--- config.mk ---
export PLATFORM = sky130hd
export DESIGN_NAME = mem_access_ctrl
export DESIGN_NICKNAME = d
export VERILOG_FILES = /design/src/rtl/mem_access_ctrl.sv
export SDC_FILE = /design/constraint.sdc
export NUM_CORES = 1
export LEC_CHECK = 0
export BUFFER_PORTS_ARGS = -buffer_cell sky130_fd_sc_hd__buf_2
export CORE_UTILIZATION = 45
export CTS_CLUSTER_DIAMETER = 30
export DETAILED_ROUTE_END_ITERATION = 12
export PLACE_DENSITY = 0.72
export RECOVER_POWER = 25
export SYNTH_ARGS = -nofsm -noshare
export SYNTH_HDL_FRONTEND = slang
export SYNTH_SLANG_ARGS = --single-unit
--- constraint.sdc ---
create_clock -name clk -period 6.8 [get_ports clk]
set_clock_uncertainty 0.05 [all_clocks]
set_input_delay 0.34 -clock clk [delete_from_list [all_inputs] [get_ports clk]]
set_output_delay 0.34 -clock clk [all_outputs]
set_load 0.1 [all_outputs]
--- src/rtl/mem_access_ctrl.sv ---
// Data-memory sequencing controller: classifies a load/store, then runs a req/ack access or raises a fault.
// Optional FAULT_COUNT_EN builds a saturating 8-bit fault counter on fault_count.
module mem_access_ctrl #(
  parameter int ADDR_LIMIT = 128,
  parameter int AW         = 7
) (
  input  logic          clk,
  input  logic          rst,
  input  logic          req,
  input  logic [31:0]   aluout,
  input  logic [1:0]    writecontrol,
  input  logic [1:0]    readcontrol,
  input  logic          luiout,
  input  logic [31:0]   wdata,
  output logic          stall,
  output logic          done,
  output logic [31:0]   rdata,
  output logic          exc,
  output logic [1:0]    cause,
  output logic [31:0]   badaddr,
  output logic          mem_en,
  output logic          mem_we,
  output logic [1:0]    mem_size,
  output logic [AW-1:0] mem_addr,
  output logic [31:0]   mem_wdata,
  input  logic [31:0]   mem_rdata,
  input  logic          mem_ack,
  output logic [7:0]    fault_count
);

  typedef enum logic [2:0] {IDLE, CHECK, ACCESS, DONE, FAULT} state_t;

  localparam logic [31:0] LIMIT = ADDR_LIMIT;

  state_t      state, next_state;
  logic        noop;
  logic [31:0] addr_q, wdata_q;
  logic [1:0]  wc_q, rc_q;
  logic [1:0]  check_cause;

  assign noop = luiout | ((writecontrol == 2'd3) & (readcontrol == 2'd3));

  // Unsigned compare folds the negative (signed) and >= limit checks into one.
  always_comb begin
    check_cause = 2'd0;
    if (wc_q != 2'd3 && rc_q != 2'd3)
      check_cause = 2'd3;
    else if ((wc_q == 2'd2 && addr_q[1:0] != 2'd0) || (wc_q == 2'd1 && addr_q[0]))
      check_cause = 2'd2;
    else if ((rc_q == 2'd2 && addr_q[1:0] != 2'd0) || (rc_q == 2'd1 && addr_q[0]))
      check_cause = 2'd1;
    else if (addr_q >= LIMIT)
      check_cause = 2'd3;
  end

  always_ff @(posedge clk or posedge rst) begin
    if (rst) state <= IDLE;
    else     state <= next_state;
  end

  always_comb begin
    next_state = state;
    case (state)
      IDLE:    if (req) next_state = noop ? DONE : CHECK;
      CHECK:   next_state = (check_cause != 2'd0) ? FAULT : ACCESS;
      ACCESS:  if (mem_ack) next_state = DONE;
      DONE:    next_state = IDLE;
      FAULT:   next_state = IDLE;
      default: next_state = IDLE;
    endcase
  end

  always_comb begin
    stall = ~rst & (((state == IDLE) & req & ~noop) | (state == CHECK) | (state == ACCESS));
    done  = (state == DONE) | (state == FAULT);
    exc   = (state == FAULT);
  end

  always_ff @(posedge clk or posedge rst) begin
    if (rst) begin
      addr_q    <= '0;
      wdata_q   <= '0;
      wc_q      <= '0;
      rc_q      <= '0;
      cause     <= '0;
      badaddr   <= '0;
      rdata     <= '0;
      mem_en    <= 1'b0;
      mem_we    <= 1'b0;
      mem_size  <= '0;
      mem_addr  <= '0;
      mem_wdata <= '0;
    end else begin
      if (state == IDLE && req && !noop) begin
        addr_q  <= aluout;
        wdata_q <= wdata;
        wc_q    <= writecontrol;
        rc_q    <= readcontrol;
      end
      if (state == CHECK) begin
        if (check_cause != 2'd0) begin
          cause   <= check_cause;
          badaddr <= addr_q;
        end else begin
          mem_en    <= 1'b1;
          mem_we    <= (wc_q != 2'd3);
          mem_size  <= (wc_q != 2'd3) ? wc_q : rc_q;
          mem_addr  <= addr_q[AW-1:0];
          mem_wdata <= wdata_q;
        end
      end
      if (state == ACCESS && mem_ack) begin
        mem_en <= 1'b0;
        if (!mem_we) rdata <= mem_rdata;
      end
    end
  end

`ifdef FAULT_COUNT_EN
  always_ff @(posedge clk or posedge rst) begin
    if (rst)
      fault_count <= '0;
    else if (state == CHECK && check_cause != 2'd0 && fault_count != 8'hFF)
      fault_count <= fault_count + 8'd1;
  end
`else
  assign fault_count = '0;
`endif

endmodule

==> results of run 1 <==
[final cells by class]
cell class / instances / area, sq um / area share
antenna: 1 / 2.50 / 0.000278
clock buffer: 22 / 464 / 0.0515
clock inverter: 10 / 146 / 0.0162
inverter: 5 / 20.0 / 0.00222
multi-input combinational: 240 / 2490 / 0.277
sequential: 180 / 4500 / 0.500
tap: 211 / 264 / 0.0293
timing repair buffer: 221 / 1110 / 0.124
[worst max path at each step]
| stage | from | end | cells past startpoint | slack, ns |
|---|---|---|---|---|
| floorplan | rst | addr_q[0]$_DFFE_PP0P_ | 1 | 1.52 |
| CTS | addr_q[27]$_DFFE_PP0P_ | badaddr[27]$_DFFE_PP0P_ | 6 | 4.00 |
| global route | rst | mem_en$_DFFE_PP0P_ | 3 | 1.99 |
| global placement | addr_q[27]$_DFFE_PP0P_ | badaddr[29]$_DFFE_PP0P_ | 6 | 4.13 |
| finish | rst | mem_en$_DFFE_PP0P_ | 3 | 2.91 |
| detailed placement | addr_q[27]$_DFFE_PP0P_ | badaddr[27]$_DFFE_PP0P_ | 6 | 3.99 |
[per-layer routing]
layer	GRT usage	vias up	wire, um
met1	0.230	2182	6330
met4	0.0754	0	257
met2	0.307	137	7250
met3	0.0636	19	1040
li1	-	2012	-
met5	0	-	0
[cell families (layout without fill, tap and decap cells)]
logic type / after synthesis / in the layout / share of synthesized area
compound gates: 26 / 26 / 0.0245
buf+inv: 37 / 258 / 0.0344
flops: 180 / 180 / 0.625
mux: 172 / 172 / 0.287
other cells: 1 / 9 / 0.000520
simple gates: 34 / 34 / 0.0293
[metrics by stage]
stage	instance area [sq um]	utilization	hold WS (ns)	setup WS [ns]	cells
floorplan	7240	-	0.411	1.52	457
global route	9010	0.584	0.0782	1.99	890
CTS	9010	0.584	0.0763	4.00	889
detailed placement	8400	0.545	0.427	3.99	857
global placement	8400	0.545	0.416	4.13	857
finish	9010	0.584	0.0992	2.91	890
[worst max-delay path: cells and delay by family]
kind	cells	cell delay [ns]
buffers and inverters	3	3.88
[cell usage in the layout, fill, tap and decap left out, types with 2 or more instances in the layout]
cell type   instances
clkbuf_16          17
mux2_2            137
buf_2             212
clkbuf_8            2
conb_1              8
inv_1               4
nand2_1             8
o21ai_0             7
dfrtp_1           180
nor4_2              4
mux2_4             35
clkinvlp_4          3
bufinv_16           3
buf_4               5
nand2b_1            2
nand4_1             2
nor2_1              4
nand3_1             2
a21oi_1             4
o22ai_1             2
nor2b_1             3
nor4_1              2
o21bai_1            3
and2_1              2
clkbuf_1            7
[registers in the layout, summed over array words and instances (netlist names)]
register	cells
rc_q	2
wdata_q	32
mem_addr	7
mem_en	1
mem_we	1
mem_size	2
wc_q	2
mem_wdata	32
badaddr	32
cause	2
rdata	32
state	3
addr_q	32
==> flow_summary_export.csv, run 1 <==
group,metric,value,unit
hold_path,whs_endpoint,"mem_en$_DFFE_PP0P_",
worst_setup_path,worst-path-max-fanout,114,
logic_synthesis,avgSynthCellArea,16.0,sq um
drt,num_vias,4350,
die,ios,225,
clocking,cts_root_buffer,"clkbuf_16",
clocking,cts_tree,"done",
placed_design,dp_hpwl,10300,um
worst_setup_path,timing.rr.start,"addr_q[27]$_DFFE_PP0P_",
timing,finalCritPeriodShare,0.572,
worst_setup_path,rr_endpoint,"badaddr[27]$_DFFE_PP0P_",
outcome,failed_checks,"capacitance limit, slew limit",
timing,finalCriticalPeriod,3.89,ns
hold_path,hp-class,"in -> reg",
timing,worst_pin_slew,4.97,ns
die,rows,45,
hold_path,holdPathStages,2,
logic_synthesis,ys_ff_latch,180,
worst_setup_path,end_kind,"async pin",
logic_synthesis,synth_cells,450,
worst_setup_path,worstPathRequired,7.19,ns
clocking,clock_latency,0.42,ns
global_routing,grt_usage,0.188,
die,start_util,0.467,
outcome,status,"complete, but fails checks",
global_routing,grt_first_pass_wirelength,23700,um
layout,layout-drive-gt1-share,0.627,
global_routing,grt_pass1_vias,4555,
drt,drtIter0Drc,142,
worst_setup_path,worstRegToRegCells,6,
logic_synthesis,yosys.area.top_type_share,0.625,
global_routing,grt_remaining_overflow,0,
clocking,hold_buffers,0,
timing,hold_viol,0,
die,dieArea,0.0165,sq mm
worst_setup_path,critPathArrivalTime,4.28,ns
clocking,clockBufferDepth,2,
hold_path,hold_start,"mem_ack",
timing,rsz0062_at_grt,"false",
logic_synthesis,postSynth.asyncResetShare,1.00,
drt,drt_wl_total,14900,um
clocking,cts_resized,0,
logic_synthesis,synth_edf_count,0,
placed_design,gp_congestion,0.772,
drt,wire_per_inst,16.7,um
timing,setup_violations,0,
drt,first_pass_iters,4,
worst_setup_path,startpoint_type,"primary input",
timing,max_freq,0.257,GHz
logic_synthesis,synthFlopType,"dfrtp_1",
logic_synthesis,ys_types,38,
worst_setup_path,reg2reg_setup_slack,4.02,ns
worst_setup_path,path_class,"in -> async",
clocking,clk_pin_slew,0.06,ns
logic_synthesis,yosysWarnings,0,
clocking,cts_num_sinks,180,
placed_design,port-buffer-count,216,
worst_setup_path,crit_chain,"clkbuf_1 > clkinvlp_2 > buf_4",
drt,detail-route-antenna-nets,0,
worst_setup_path,cpPeakStageDelay,2.75,ns
die,fp.dieH,129,um
logic_synthesis,synth.most_common_cell,"dfrtp_1",
timing,fin_tns_setup,0,ns
clocking,numCtsBuffers,17,
logic_synthesis,yosys.area.top_type,"dfrtp_1",
timing,drv_slew,115,
global_routing,grt_start_max_net_pins,115,
logic_synthesis,synth_area_leaders,"dfrtp_1, mux2_2, mux2_4",
layout,nets,770,
layout,syn_to_final_growth,24.9,%
worst_setup_path,cp_slowest_cell,"clkinvlp_2",
drt,avgViaCountPerCell,4.89,
logic_synthesis,netlist_area,0.00721,sq mm
global_routing,grt_antenna_before_repair,1,
die,die_x,129,um
clocking,post_cts_buffers,0,
drt,drc,0,
layout,nFillCells,1291,
die,core_area,0.0154,sq mm
timing,max_slew_margin,-2.33,
job,max_cap_violations,1,
logic_synthesis,synthTopCellsByCount,"dfrtp_1, mux2_2, mux2_4",
logic_synthesis,ys_seq_area_frac,0.625,
clocking,ctsHtreeMaxLevel,4,
Power of run 1 is left out: the tool's default activity adds up to more than one toggle a clock period on the data nets, which glitch-free logic cannot reach.
==> run 2: changes to the inputs <==
==> constraint.sdc (replaced) <==
create_clock -name clk -period 3.8 [get_ports clk]
set_clock_uncertainty 0.05 [all_clocks]
set_input_delay 0.19 -clock clk [delete_from_list [all_inputs] [get_ports clk]]
set_output_delay 0.19 -clock clk [all_outputs]
set_load 0.1 [all_outputs]
==> flow_summary_export.csv, run 2 (same netlist as run 1, synthesis figures left out) <==
group,metric,value,unit
layout,nets,878,
global_routing,grt_first_pass_wirelength,25300,um
die,start_util,0.467,
hold_path,hold_start,"luiout",
job,max_cap_violations,1,
drt,detail-route-antenna-nets,0,
layout,final_cell_mix,"dfrtp_1, buf_2, mux2_2, dlygate4sd3_1, clkbuf_1",
global_routing,grt_remaining_overflow,0,
clocking,cts_tree,"done",
placed_design,gp_congestion,0.770,
timing,rsz0062_at_grt,"false",
timing,drv_slew,44,
layout,final_common_cell,"dfrtp_1",
outcome,status,"complete, but fails checks",
timing,finalCritPeriodShare,0.744,
timing,max_slew_margin,-0.308,
die,die_x,129,um
clocking,clock_latency,0.42,ns
drt,drtIter0Drc,207,
drt,first_pass_iters,4,
layout,nFillCells,1192,
timing,hold_viol,0,
worst_setup_path,path_class,"reg -> reg",
clocking,numCtsBuffers,17,
timing,finalCriticalPeriod,2.83,ns
global_routing,grt_start_max_net_pins,75,
clocking,cts_num_sinks,180,
worst_setup_path,end_kind,"register",
layout,finalNonFillerCells,997,
worst_setup_path,startpoint_type,"register",
worst_setup_path,timing.rr.start,"addr_q[27]$_DFFE_PP0P_",
layout,antenna_cells,0,
worst_setup_path,worstPathRequired,4.05,ns
timing,worst_pin_slew,1.95,ns
clocking,cts_root_buffer,"clkbuf_16",
die,core_area,0.0154,sq mm
hold_path,holdPathStages,5,
layout,layout-drive-gt1-share,0.489,
clocking,ctsHtreeMaxLevel,4,
die,fp.dieH,129,um
global_routing,grt_pass1_vias,5136,
die,dieArea,0.0165,sq mm
clocking,clk_pin_slew,0.07,ns
worst_setup_path,worst-path-max-fanout,24,
global_routing,grt_usage,0.201,
timing,fin_hold_ws,0.192,ns
timing,max_freq,0.354,GHz
worst_setup_path,rr_endpoint,"mem_wdata[22]$_DFFE_PP0P_",
placed_design,placedCellCount,862,
placed_design,dp_hpwl,10600,um
layout,syn_to_final_growth,38.7,%
timing,fin_tns_setup,0,ns
drt,wire_per_inst,16.1,um
layout,multi_input_area,0.00249,sq mm
outcome,failed_checks,"capacitance limit, slew limit",
worst_setup_path,worstRegToRegCells,5,
clocking,post_cts_buffers,0,
worst_setup_path,critPathArrivalTime,3.08,ns
timing,setup_violations,0,
placed_design,port-buffer-count,216,
die,ios,225,
die,rows,45,
drt,drc,0,
global_routing,grt_antenna_before_repair,0,
worst_setup_path,reg2reg_setup_slack,0.97,ns
clocking,clockBufferDepth,2,
drt,avgViaCountPerCell,4.85,
drt,drt_wl_total,16000,um
hold_path,hp-class,"in -> reg",
hold_path,whs_endpoint,"state[1]$_DFFE_PP0P_",
layout,seq_area,0.00450,sq mm
drt,num_vias,4837,
==> run 2: per-layer routing <==
layer | part of all wire | wire (um) | track usage
met5 | 0 | 0 | 0
met4 | 0.017 | 278 | 0.0706
met1 | 0.41 | 6600 | 0.236
met2 | 0.51 | 8170 | 0.347
met3 | 0.062 | 990 | 0.0632
==> run 2: layout make-up <==
| class | instances | share of cell area |
|---|---|---|
| clock inverters | 13 | 0.0125 |
| inverters | 5 | 0.00200 |
| flip-flops and latches | 180 | 0.450 |
| clock buffers | 19 | 0.0453 |
| repair buffers | 329 | 0.214 |
| multi-input cells | 240 | 0.249 |
| well taps | 211 | 0.0264 |
==> run 2: timing repair <==
action / in CTS / in global routing
setup endpoints to repair: 0 / 0
hold buffers: 103 / 0
gates resized for setup: 0 / 0
hold endpoints to repair: 141 / 0
==> run 2: worst max-delay path, stage by stage, from the launching register on <==
cell and delay (ns):
dfrtp_1 0.39, nor4_1 0.34, nand3_1 0.20, or4_2 1.08, buf_12 0.33, mux2_4 0.31
==> run 2: per-stage QoR <==
stage               setup WS [ns]   util  cell area [sq um]
global route                0.870  0.648              10000
CTS                         0.985  0.653              10100
detailed placement           1.00  0.549               8470
finish                      0.974  0.648              10000
floorplan                   0.842      -               7240
global placement             1.03  0.549               8470
==> run 2: worst max-delay path by stage <==
stage                                           end  slack (ns)              startpoint  cells past startpoint
after floorplan                               stall        0.84    state[1]$_DFFE_PP0P_                      6
after global placement    mem_wdata[30]$_DFFE_PP0P_        1.03   addr_q[9]$_DFFE_PP0P_                      5
after detailed placement  mem_wdata[20]$_DFFE_PP0P_         1.0   addr_q[9]$_DFFE_PP0P_                      5
after CTS                 mem_wdata[25]$_DFFE_PP0P_        0.99   addr_q[9]$_DFFE_PP0P_                      5
after global routing      mem_wdata[22]$_DFFE_PP0P_        0.87  addr_q[27]$_DFFE_PP0P_                      5
final                     mem_wdata[22]$_DFFE_PP0P_        0.97  addr_q[27]$_DFFE_PP0P_                      5
Power of run 2 is left out for the same reason.
==> run 3: changes to the inputs <==
--- a/config.mk
+++ b/config.mk
@@ -9,7 +9,7 @@
 export CORE_UTILIZATION = 45
 export CTS_CLUSTER_DIAMETER = 30
 export DETAILED_ROUTE_END_ITERATION = 12
-export PLACE_DENSITY = 0.72
+export PLACE_DENSITY = 0.74
 export RECOVER_POWER = 25
 export SYNTH_ARGS = -nofsm -noshare
 export SYNTH_HDL_FRONTEND = slang
==> constraint.sdc (replaced) <==
create_clock -name clk -period 2.35 [get_ports clk]
set_clock_uncertainty 0.05 [all_clocks]
set_input_delay 0.1175 -clock clk [delete_from_list [all_inputs] [get_ports clk]]
set_output_delay 0.1175 -clock clk [all_outputs]
set_load 0.1 [all_outputs]
==> flow_summary_export.csv, run 3 (same netlist as run 1, synthesis figures left out) <==
group,metric,value,unit
outcome,status,"complete, but fails checks",
outcome,failed_checks,"capacitance limit, slew limit",
die,start_util,0.467,
global_routing,grt_start_max_net_pins,111,
hold_path,hold_start,"luiout",
worst_setup_path,worst-path-max-fanout,23,
worst_setup_path,worstRegToRegCells,5,
clocking,cts_root_buffer,"clkbuf_16",
timing,drv_slew,71,
placed_design,port-buffer-count,216,
worst_setup_path,worstPathRequired,2.59,ns
timing,max_freq,0.445,GHz
drt,num_vias,4873,
timing,setup_violations,0,
drt,drtIter0Drc,172,
timing,finalCriticalPeriod,2.25,ns
layout,final_cell_mix,"buf_2, dfrtp_1, mux2_2, dlygate4sd3_1, mux2_4",
die,rows,45,
timing,hold_viol,0,
worst_setup_path,end_kind,"register",
hold_path,hp-class,"in -> reg",
layout,nets,888,
clocking,clock_latency,0.42,ns
layout,antenna_cells,0,
timing,rsz0062_at_grt,"false",
worst_setup_path,reg2reg_setup_slack,0.10,ns
drt,drc,0,
timing,finalCritPeriodShare,0.956,
worst_setup_path,rr_endpoint,"mem_wdata[4]$_DFFE_PP0P_",
placed_design,dp_hpwl,10300,um
worst_setup_path,startpoint_type,"register",
die,dieArea,0.0165,sq mm
layout,final_common_cell,"buf_2",
layout,syn_to_final_growth,42.2,%
timing,worst_pin_slew,1.55,ns
hold_path,whs_endpoint,"state[1]$_DFFE_PP0P_",
worst_setup_path,timing.rr.start,"addr_q[12]$_DFFE_PP0P_",
placed_design,gp_congestion,0.773,
clocking,cts_tree,"done",
die,fp.dieH,129,um
clocking,clockBufferDepth,2,
clocking,cts_num_sinks,180,
clocking,ctsHtreeMaxLevel,4,
layout,nFillCells,1104,
job,max_cap_violations,1,
die,ios,225,
drt,wire_per_inst,16.5,um
worst_setup_path,path_class,"reg -> reg",
clocking,clk_pin_slew,0.06,ns
global_routing,grt_pass1_vias,5210,
timing,max_slew_margin,-0.0322,
die,die_x,129,um
die,core_area,0.0154,sq mm
global_routing,grt_remaining_overflow,0,
drt,detail-route-antenna-nets,0,
global_routing,grt_antenna_before_repair,0,
global_routing,grt_first_pass_wirelength,26400,um
timing,fin_hold_ws,0.133,ns
drt,drt_wl_total,16600,um
hold_path,holdPathStages,5,
drt,avgViaCountPerCell,4.84,
clocking,numCtsBuffers,17,
global_routing,grt_usage,0.210,
worst_setup_path,critPathArrivalTime,2.49,ns
layout,layout-drive-gt1-share,0.562,
drt,first_pass_iters,4,
==> run 3: layout make-up <==
| cell class | count | area [sq um] | share of cell area |
|---|---|---|---|
| tap | 211 | 264 | 0.0257 |
| timing repair buffer | 339 | 2330 | 0.227 |
| clock buffer | 23 | 478 | 0.0466 |
| clock inverter | 9 | 144 | 0.0140 |
| multi-input combinational | 240 | 2510 | 0.245 |
| sequential | 180 | 4500 | 0.439 |
| inverter | 5 | 20.0 | 0.00195 |
==> run 3: per-layer routing <==
layer / GRT usage / wire length [um] / part of all wire / up-vias
met5: 0 / 0 / 0 / -
met4: 0.0782 / 340 / 0.020 / 0
met3: 0.0661 / 1100 / 0.066 / 23
met2: 0.357 / 8200 / 0.49 / 158
met1: 0.250 / 6970 / 0.42 / 2432
li1: - / - / - / 2260
==> run 3: timing repair <==
action,4_1_cts,5_1_grt
hold buffers,103,0
setup buffers,0,0
setup endpoints to repair,37,32
gates resized for setup,1,3
cloned,1,0
endpoints found under the hold margin,282,0
pin swaps,0,3
==> run 3: worst max-delay path, stage by stage, from the launching register on <==
cell,delay (ns)
dfrtp_1,0.39
nor4_2,0.31
nand4_1,0.21
or4_4,0.63
buf_12,0.21
mux2_4,0.31
==> run 3: how the worst max path moves through the flow <==
| stage | slack [ns] | to | startpoint |
|---|---|---|---|
| final | 0.10 | mem_wdata[4]$_DFFE_PP0P_ | addr_q[12]$_DFFE_PP0P_ |
| after global routing | 0.04 | badaddr[5]$_DFFE_PP0P_ | addr_q[12]$_DFFE_PP0P_ |
| after CTS | 0.03 | mem_addr[6]$_DFFE_PP0P_ | addr_q[12]$_DFFE_PP0P_ |
| after detailed placement | -0.01 | mem_wdata[6]$_DFFE_PP0P_ | addr_q[12]$_DFFE_PP0P_ |
| after global placement | 0.03 | mem_wdata[12]$_DFFE_PP0P_ | addr_q[12]$_DFFE_PP0P_ |
| after floorplan | -0.13 | addr_q[0]$_DFFE_PP0P_ | rst |
==> run 3: per-stage QoR <==
step | std cells | TNS (ns) | instance area, sq um | setup WS [ns] | util
after floorplan | 457 | -22.70 | 7250 | -0.126 | -
after global placement | 871 | 0 | 8590 | 0.0302 | 0.557
after detailed placement | 871 | -0.0766 | 8590 | -0.0132 | 0.557
after CTS | 1007 | 0 | 10300 | 0.0275 | 0.666
after global routing | 1007 | 0 | 10300 | 0.0444 | 0.665
final | 1007 | 0 | 10300 | 0.104 | 0.665
Power of run 3 is left out for the same reason.
